==> src/rtl/countdown_preset_timer.sv <==
// Preset countdown timer: synchronised buttons select a preset duration, a
// prescaler produces one-second ticks, and outputs are BCD MM:SS plus a session count.
module countdown_preset_timer #(
  parameter int TICK_DIV = 125000000,
  parameter int NUM_PRESETS = 4,
  parameter logic [NUM_PRESETS*16-1:0] PRESET_SEC = {16'd3000, 16'd1500, 16'd600, 16'd300}
) (
  input  logic                   clk,
  input  logic                   rst,
  input  logic [NUM_PRESETS-1:0] btn,
  input  logic                   start_pause,
  output logic [15:0]            bcd_time,
  output logic [15:0]            bcd_count,
  output logic [1:0]             state,
  output logic                   done
);
  localparam logic [1:0] IDLE = 2'd0, RUN = 2'd1, PAUSE = 2'd2, DONE = 2'd3;
  localparam int PW = (TICK_DIV > 2) ? $clog2(TICK_DIV) : 1;
  localparam int IW = (NUM_PRESETS > 1) ? $clog2(NUM_PRESETS) : 1;
  localparam logic [PW-1:0] PRESC_TERM = PW'(TICK_DIV - 1);

  logic [NUM_PRESETS-1:0] btn_s1, btn_s2, btn_d, btn_rise;
  logic                   sp_s1, sp_s2, sp_d, sp_rise;
  logic                   sel_hit;
  logic [IW-1:0]          sel_idx, idx;
  logic [12:0]            sel_sec, remaining;
  logic [PW-1:0]          presc;
  logic                   tick;
  logic [6:0]             mins;
  logic [5:0]             secs;

  always_ff @(posedge clk or posedge rst) begin
    if (rst) begin
      btn_s1 <= '0; btn_s2 <= '0; btn_d <= '0;
      sp_s1  <= 1'b0; sp_s2 <= 1'b0; sp_d <= 1'b0;
    end else begin
      btn_s1 <= btn;         btn_s2 <= btn_s1; btn_d <= btn_s2;
      sp_s1  <= start_pause; sp_s2  <= sp_s1;  sp_d  <= sp_s2;
    end
  end

  assign btn_rise = btn_s2 & ~btn_d;
  assign sp_rise  = sp_s2 & ~sp_d;

  // Descending scan so the lowest simultaneous edge is the one left standing.
  always_comb begin
    sel_hit = 1'b0;
    sel_idx = '0;
    sel_sec = '0;
    for (int i = NUM_PRESETS - 1; i >= 0; i--) begin
      if (btn_rise[i]) begin
        sel_hit = 1'b1;
        sel_idx = IW'(i);
        sel_sec = PRESET_SEC[i*16 +: 13];
      end
    end
  end

  assign tick = (state == RUN) && (presc == PRESC_TERM);

  function automatic logic [15:0] bcd_inc(input logic [15:0] v);
    logic [15:0] r;
    logic        c;
    r = v;
    c = (v != 16'h9999);
    for (int d = 0; d < 4; d++) begin
      if (c) begin
        if (r[d*4 +: 4] == 4'd9) r[d*4 +: 4] = 4'd0;
        else begin
          r[d*4 +: 4] = r[d*4 +: 4] + 4'd1;
          c = 1'b0;
        end
      end
    end
    return r;
  endfunction

  always_ff @(posedge clk or posedge rst) begin
    if (rst) begin
      state     <= IDLE;
      remaining <= '0;
      presc     <= '0;
      bcd_count <= '0;
      done      <= 1'b0;
      idx       <= '0;
    end else begin
      done <= 1'b0;
      if (sel_hit) begin
        idx       <= sel_idx;
        presc     <= '0;
        remaining <= sel_sec;
        state     <= (sel_sec == '0) ? IDLE : RUN;
        if (sel_idx != idx) bcd_count <= '0;
      end else begin
        case (state)
          RUN: begin
            presc <= tick ? '0 : presc + PW'(1);
            if (tick && remaining == 13'd1) begin
              remaining <= '0;
              done      <= 1'b1;
              bcd_count <= bcd_inc(bcd_count);
              state     <= DONE;
            end else begin
              if (tick && remaining != '0) remaining <= remaining - 13'd1;
              if (sp_rise) state <= PAUSE;
            end
          end
          PAUSE: if (sp_rise) state <= RUN;
          default: ;
        endcase
      end
    end
  end

  assign mins = 7'(remaining / 13'd60);
  assign secs = 6'(remaining % 13'd60);

  always_ff @(posedge clk or posedge rst) begin
    if (rst) bcd_time <= '0;
    else     bcd_time <= {4'(mins / 7'd10), 4'(mins % 7'd10), 4'(secs / 6'd10), 4'(secs % 6'd10)};
  end
endmodule

==> config.mk <==
export PLATFORM = sky130hd
export DESIGN_NAME = countdown_preset_timer
export DESIGN_NICKNAME = d
export VERILOG_FILES = /design/src/rtl/countdown_preset_timer.sv
export SDC_FILE = /design/constraint.sdc
export NUM_CORES = 1
export LEC_CHECK = 0
export ABC_AREA = 1
export CAP_MARGIN = 30
export CORE_ASPECT_RATIO = 1.25
export CORE_MARGIN = 3
export CORE_UTILIZATION = 25
export DETAILED_ROUTE_END_ITERATION = 8
export HOLD_SLACK_MARGIN = 0.1
export PLACE_DENSITY_LB_ADDON = 0.15
export SETUP_SLACK_MARGIN = 0.15
export SYNTH_ARGS = -nofsm -noshare
export SYNTH_HDL_FRONTEND = slang
export SYNTH_SLANG_ARGS = --single-unit
==> constraint.sdc <==
create_clock -name clk -period 5.05 [get_ports clk]
set_clock_uncertainty 0.1 [all_clocks]
set_input_delay 0.7575 -clock clk [delete_from_list [all_inputs] [get_ports clk]]
set_output_delay 0.7575 -clock clk [all_outputs]
set_load 0.02 [all_outputs]
## Yosys cells after proc, flatten, opt, wreduce, memory -nomap -nowiden

Cells that the tools add are included.

- Bits in writable memories: 0
- Bits in read-only memories: 0
- Latch bits: 0
- Word-level logic and storage cells: 119
- Bits of input ports: 7
- Register bits: 92
- Memories: 0

- Shift-type cells: 0
- Bitwise operators: 4
- Multiplexer cells: 55
- Order comparisons: 0
- Reduce and logical (&&, ||, !) cells: 19
- Eq/ne operators: 13
- $add $sub $neg: 6
- Multipliers: 0
- Divide/modulo/power cells: 6

Operators with widths:

| cell | count |
|---|---|
| 13-bit 2-to-1 mux | 7 |
| 27-bit 2-to-1 mux | 3 |
| 16-bit 2-to-1 mux | 4 |
| 4-bit 2-to-1 mux | 8 |
| 27-bit by 1-bit adder with 27-bit output, second input constant | 1 |
| 27-bit equality test, second input constant | 1 |
| 1-bit 2-to-1 mux | 23 |
| 4-bit by 1-bit adder with 4-bit output, second input constant | 4 |
| 4-bit equality test, second input constant | 4 |
| 2-bit 2-to-1 mux | 8 |
| 16-bit != test, second input constant | 1 |
| 4-bit AND reduction | 4 |
| 13-bit by 6-bit divider with 13-bit output, second input constant | 1 |
| 13-bit by 1-bit equality test with 1-bit output, second input constant | 1 |
| 13-bit logical NOT | 1 |
| 13-bit by 6-bit remainder unit with 13-bit output, second input constant | 1 |
| 13-bit nonzero test | 1 |
| 13-bit by 1-bit subtractor with 13-bit output, second input constant | 1 |
| 12-bit 2-to-1 mux | 1 |
| 2-bit nonzero test | 6 |
| 7-bit by 4-bit divider with 7-bit output, second input constant | 1 |
| 7-bit by 4-bit remainder unit with 7-bit output, second input constant | 1 |
| 6-bit by 4-bit divider with 6-bit output, second input constant | 1 |
| 6-bit by 4-bit remainder unit with 6-bit output, second input constant | 1 |
| 15 further kinds | 18 |

## Depth between registers and ports, before layout

- Depth after elaboration: 19
- Depth in mapped cells: 53
- Gate-level depth less buffers: 52

## Worst setup path before layout

No wires, ideal clock.

- Path kind: register to register
- Start point: register remaining[10]
- End point: register bcd_time[9]
- Period minus slack after synthesis: 4.835 ns
- Path slack: 0.215 ns
- Setup time: 0.117 ns
- Stages on the path, launching flop included: 46
- Path buffers: 1
- Arrival time: 4.618 ns
- Cells stage by stage: dfrtp_1 -> buf_4 -> nand2_1 -> nor2_1 -> nand2_1 -> nand2_2 -> nand2_2 -> nand2_4 -> nor2_4 -> nand3_4 -> nand3_2 -> nand3_2 -> o21bai_4 -> nand2_1 -> nand2_2 -> nor2_1 -> o21ai_1 -> nand2_1 -> [... 10 more ...] -> nand3_1 -> nand2_2 -> ha_1 -> nand3_1 -> nand2_1 -> nand3_2 -> nand2_2 -> nand2_1 -> nand2_1 -> inv_1 -> ha_1 -> inv_1 -> nand3_1 -> nand2_1 -> nor2_4 -> nand2_4 -> nand2_1 -> nand2_1

- Longest elaborated chain between the ends: 2

Ends and longest elaborated chain:

| element | RTL line | RTL |
|---|---|---|
| start, declared | 26 | `logic [12:0] sel_sec, remaining;` |
| start signal, assigned | 91 | `remaining <= sel_sec;` |
| start signal, assigned | 104 | `if (tick && remaining != '0) remaining <= remaining - 13'd1;` |
| 13-bit by 6-bit divider with 13-bit output | 115 | `assign mins = 7'(remaining / 13'd60);` |
| 7-bit by 4-bit remainder unit with 7-bit output | 120 | `else bcd_time <= {4'(mins / 7'd10), 4'(mins % 7'd10), 4'(secs / 6'd10), 4'(secs % 6'd10)};` |
| end signal, assigned | 120 |  |
| end, declared | 12 | `output logic [15:0] bcd_time,` |

Every way passes these cells.
A chain may end at the register's enable or synchronous reset.

## Worst setup path in the final report

- Start point: register remaining[11]
- End point: register bcd_time[9]

The elaborated chain is that of the path after synthesis.

==> load_flow_metrics.sql <==
INSERT INTO impl_metrics (metric_group, metric, value, unit) VALUES
('outcome', 'status', 'completed', ''),
('drt', 'route.detailed.vias_per_inst', '4.43', ''),
('pwr', 'combPwrFrac', '70.2', '%'),
('logic_synthesis', 'synth_cell_types', '51', ''),
('timing', 'post-route-worst-setup-slack', '0.136', 'ns'),
('timing', 'tightest_slew', '0.853', 'ns'),
('logic_synthesis', 'dominantRegCellSynth', 'sky130_fd_sc_hd__dfrtp_1', ''),
('logic_synthesis', 'post_synth_instance_area', '6050', 'sq um'),
('die', 'placeableCoreArea', '23800', 'sq um'),
('logic_synthesis', 'synth_top_area_share', '37.6', '%'),
('clocking', 'clk-insertion-delay-late', '0.36', 'ns'),
('drt', 'post-route-drc-count', '0', ''),
('place', 'number_of_port_buffers', '40', ''),
('layout', 'final_core_util', '34.5', '%'),
('critical_path', 'flop_to_flop_setup_slack', '0.14', 'ns'),
('pwr', 'p_sw', '0.00257', 'W'),
('clocking', 'h-tree-depth', '3', ''),
('flow_run', 'max-cap-violations', '0', ''),
('drt', 'route.detailed.wl_per_inst', '12.2', 'microns'),
('drt', 'vias', '5616', ''),
('hold_path', 'hold_path_class', 'reg2reg', ''),
('layout', 'drive_above_1_share', '25.0', '%'),
('timing', 'final_report_setup_violation_count', '0', ''),
('timing', 'finalHoldWorstSlack', '0.249', 'ns'),
('global_routing', 'grt_antenna_before_repair', '0', ''),
('clocking', 'cts_buffers', '9', ''),
('logic_synthesis', 'synthesis.yosys.warnings', '0', ''),
('die', 'floorplan.die.width', '145', 'microns'),
('die', 'die_height', '180', 'microns'),
('critical_path', 'slowest_delay', '0.46', 'ns'),
('logic_synthesis', 'synth.area.top_cells', 'sky130_fd_sc_hd__dfrtp_1 (38%), sky130_fd_sc_hd__nand2_1 (11%), sky130_fd_sc_hd__inv_1 (7.4%), sky130_fd_sc_hd__nand3_1 (5.5%), sky130_fd_sc_hd__nor2_1 (5.1%)', ''),
('clocking', 'clk_pin_slew', '0.07', 'ns'),
('logic_synthesis', 'ys_seq_elements', '91', ''),
('place', 'place.detailed.hpwl', '11000', 'microns'),
('layout', 'synthToLayoutAreaGrowth', '35.7', '%'),
('timing', 'slew_viol_final', '0', ''),
('timing', 'timing.max_slew.rel_slack', '43.2', '%'),
('pwr', 'power_frac_clock', '12.7', '%'),
('logic_synthesis', 'postSynthAreaPerCell', '7.39', 'sq um'),
('critical_path', 'required', '5.21', 'ns'),
('clocking', 'holdBufCountCts', '0', ''),
('place', 'finalWeightedCongestion', '0.773', ''),
('logic_synthesis', 'netlist.top_cell.by_area', 'sky130_fd_sc_hd__dfrtp_1', ''),
('pwr', 'internal-power', '0.00290', 'W'),
('die', 'design.die.area', '26100', 'sq um'),
('critical_path', 'timing.critical_path.mode_cell', 'sky130_fd_sc_hd__nand2_4', ''),
('drt', 'dr.first_iter.drc_count', '204', ''),
('pwr', 'p_per_area', '667', 'nW/um^2'),
('drt', 'drt.antenna.violating_nets', '0', ''),
('critical_path', 'cp_slowest_cell', 'sky130_fd_sc_hd__dfrtp_2', ''),
('clocking', 'cts.root.buffer_cell', 'sky130_fd_sc_hd__clkbuf_16', ''),
('critical_path', 'worst_reg_to_reg_cells', '42', ''),
('critical_path', 'critical_path.reg2reg.endpoint', 'bcd_time[9]$_DFF_PP0_', ''),
('die', 'ioPinCount', '42', ''),
('global_routing', 'globalRouteTotalUtil', '12.0', '%'),
('logic_synthesis', 'synth-edff-count', '0', ''),
('global_routing', 'grt_max_degree', '68', ''),
('timing', 'period_needed', '4.91', 'ns'),
('pwr', 'p_leak', '3.77', 'nW'),
('clocking', 'clock_tree_from_tritoncts', 'built', ''),
('timing', 'setup_repair_after_global_routing_missed_its_margin', 'yes', ''),
('die', 'floorplan.initialDensity', '25.4', '%'),
('critical_path', 'critPathLaunch', 'remaining[11]$_DFFE_PP0P_', ''),
('timing', 'timing.fmax', '204', 'MHz'),
('global_routing', 'first_global_vias', '5474', ''),
('layout', 'nNetsFinal', '966', ''),
('pwr', 'ir_worst_vdd', '367', 'uV'),
('global_routing', 'grt_remaining_overflow', '0', ''),
('drt', 'drt-pass1-iter-count', '5', ''),
('logic_synthesis', 'syn-instance-count', '819', ''),
('drt', 'detail_route.wirelength', '15500', 'microns');
## cell usage in the layout (no fill, tap or decap), types with 9 or more instances in the layout
cell and instances:
sky130_fd_sc_hd__nand2_2 45, sky130_fd_sc_hd__nand4_1 17, sky130_fd_sc_hd__nand3_2 9, sky130_fd_sc_hd__inv_2 14, sky130_fd_sc_hd__dfrtp_1 89, sky130_fd_sc_hd__inv_1 112
sky130_fd_sc_hd__nand2_4 25, sky130_fd_sc_hd__xor2_1 13, sky130_fd_sc_hd__nor3_1 22, sky130_fd_sc_hd__nor2_1 81, sky130_fd_sc_hd__buf_4 68, sky130_fd_sc_hd__ha_1 16
sky130_fd_sc_hd__o21ai_1 11, sky130_fd_sc_hd__clkbuf_16 9, sky130_fd_sc_hd__buf_6 11, sky130_fd_sc_hd__nand2_1 130, sky130_fd_sc_hd__nand3_1 54, sky130_fd_sc_hd__nand3_4 11
sky130_fd_sc_hd__nor4_1 12, sky130_fd_sc_hd__a21oi_1 31, sky130_fd_sc_hd__o21ai_0 41, sky130_fd_sc_hd__nor2_4 9, sky130_fd_sc_hd__clkdlybuf4s50_1 40
## synthesized netlist by cell type (2+ instances only)
master,number
sky130_fd_sc_hd__nor2_2,5
sky130_fd_sc_hd__nor3_1,22
sky130_fd_sc_hd__nand2_2,23
sky130_fd_sc_hd__o31ai_1,4
sky130_fd_sc_hd__nand3_2,7
sky130_fd_sc_hd__o21ai_0,45
sky130_fd_sc_hd__o21ai_1,7
sky130_fd_sc_hd__nand2_4,9
sky130_fd_sc_hd__nor2_1,83
sky130_fd_sc_hd__a21oi_1,31
sky130_fd_sc_hd__xor2_1,13
sky130_fd_sc_hd__o21ai_2,3
sky130_fd_sc_hd__inv_2,8
sky130_fd_sc_hd__nand3_1,66
sky130_fd_sc_hd__a31oi_1,3
sky130_fd_sc_hd__o211ai_1,2
sky130_fd_sc_hd__xnor2_1,6
sky130_fd_sc_hd__nand4_1,17
sky130_fd_sc_hd__nand3b_1,2
sky130_fd_sc_hd__o21bai_4,2
sky130_fd_sc_hd__a41oi_1,2
sky130_fd_sc_hd__inv_1,120
sky130_fd_sc_hd__nor2_4,5
sky130_fd_sc_hd__o2111ai_1,2
sky130_fd_sc_hd__a211oi_1,2
sky130_fd_sc_hd__nand2_1,170
sky130_fd_sc_hd__ha_1,20
sky130_fd_sc_hd__and3_1,3
sky130_fd_sc_hd__buf_4,3
sky130_fd_sc_hd__clkbuf_1,6
sky130_fd_sc_hd__o21a_1,5
sky130_fd_sc_hd__nor4_1,12
sky130_fd_sc_hd__or2_2,3
sky130_fd_sc_hd__dfrtp_1,91
## layer usage
layer / vias to the layer above / part of all wire [%] / global-route usage (%)
met5: - / 0 / 0
met4: 0 / 1.8 / 4.68
met3: 19 / 2.4 / 2.09
met2: 68 / 52 / 21.3
met1: 2625 / 43 / 14.3
li1: 2904 / - / -
## cell families after synthesis
logic type / share of synthesized area (%)
AOI/OAI and AO/OA: 11.4
DFF: 37.6
adders and majority gates: 4.14
buffers and inverters: 8.87
other: 0.0620
muxes: 0.352
and+or+nand+nor: 34.8
xor gates and xnor gates: 2.75
## worst min-delay path by stage
stage | from | to
after CTS | sp_s1$_DFF_PP0_ | sp_s2$_DFF_PP0_
after global routing | btn_s1[1]$_DFF_PP0_ | btn_s2[1]$_DFF_PP0_
after global placement | btn_s1[2]$_DFF_PP0_ | btn_s2[2]$_DFF_PP0_
after floorplan | btn_s1[0]$_DFF_PP0_ | btn_s2[0]$_DFF_PP0_
after detailed placement | sp_s1$_DFF_PP0_ | sp_s2$_DFF_PP0_
final | btn_s1[1]$_DFF_PP0_ | btn_s2[1]$_DFF_PP0_
## stage by stage
step / TNS (ns) / power, W / std cells / area [sq um]
after CTS: 0 / 0.00482 / 1250 / 7760
after detailed placement: -0.215 / 0.00379 / 1206 / 7050
after global placement: 0 / 0.00380 / 1206 / 7050
after global routing: -1.35 / 0.00599 / 1268 / 8210
after floorplan: 0 / 0.00302 / 819 / 6050
final: 0 / 0.00547 / 1268 / 8210
## power by group through the flow
stage	Combinational [W]	Sequential (W)	Clock, W
after global routing	0.00428	0.000952	0.000752
after global placement	0.00285	0.000946	0
after floorplan	0.00199	0.00103	0
after CTS	0.00317	0.000934	0.000723
after detailed placement	0.00284	0.000946	0
final	0.00384	0.000935	0.000695
## registers in the layout, indices dropped and copies added (netlist names)
| name | count |
|---|---|
| bcd_count | 16 |
| bcd_time | 15 |
| btn_d | 4 |
| btn_s1 | 4 |
| btn_s2 | 4 |
| done | 1 |
| idx | 2 |
| presc | 27 |
| remaining | 13 |
| sp_d | 1 |
| sp_s1 | 1 |
| sp_s2 | 1 |
| state | 2 |
## cell type report
cell class | count | area, sq um | area share (%)
Inverter | 129 | 494 | 6.02
Clock inverter | 4 | 51.3 | 0.625
Clock buffer | 11 | 243 | 2.96
Tap cell | 325 | 407 | 4.95
Multi-Input combinational cell | 589 | 3700 | 45.1
Timing Repair Buffer | 119 | 1030 | 12.6
Sequential cell | 91 | 2280 | 27.8
## worst max-delay path, delay by kind of cell, from the launching register on
| family | cells | cell delay [ns] |
|---|---|---|
| adders and majority gates | 1 | 0.17 |
| buffers and inverters | 5 | 0.66 |
| DFF | 1 | 0.46 |
| and+or+nand+nor | 33 | 2.77 |
| AOI/OAI and AO/OA | 3 | 0.63 |
## timing repair
item / in CTS / in global routing
setup endpoints to repair: 4 / 8
pin swaps: 40 / 56
setup buffers: 29 / 18
gates resized for setup: 48 / 81
Note: power is estimated with default switching activity, not from simulation.
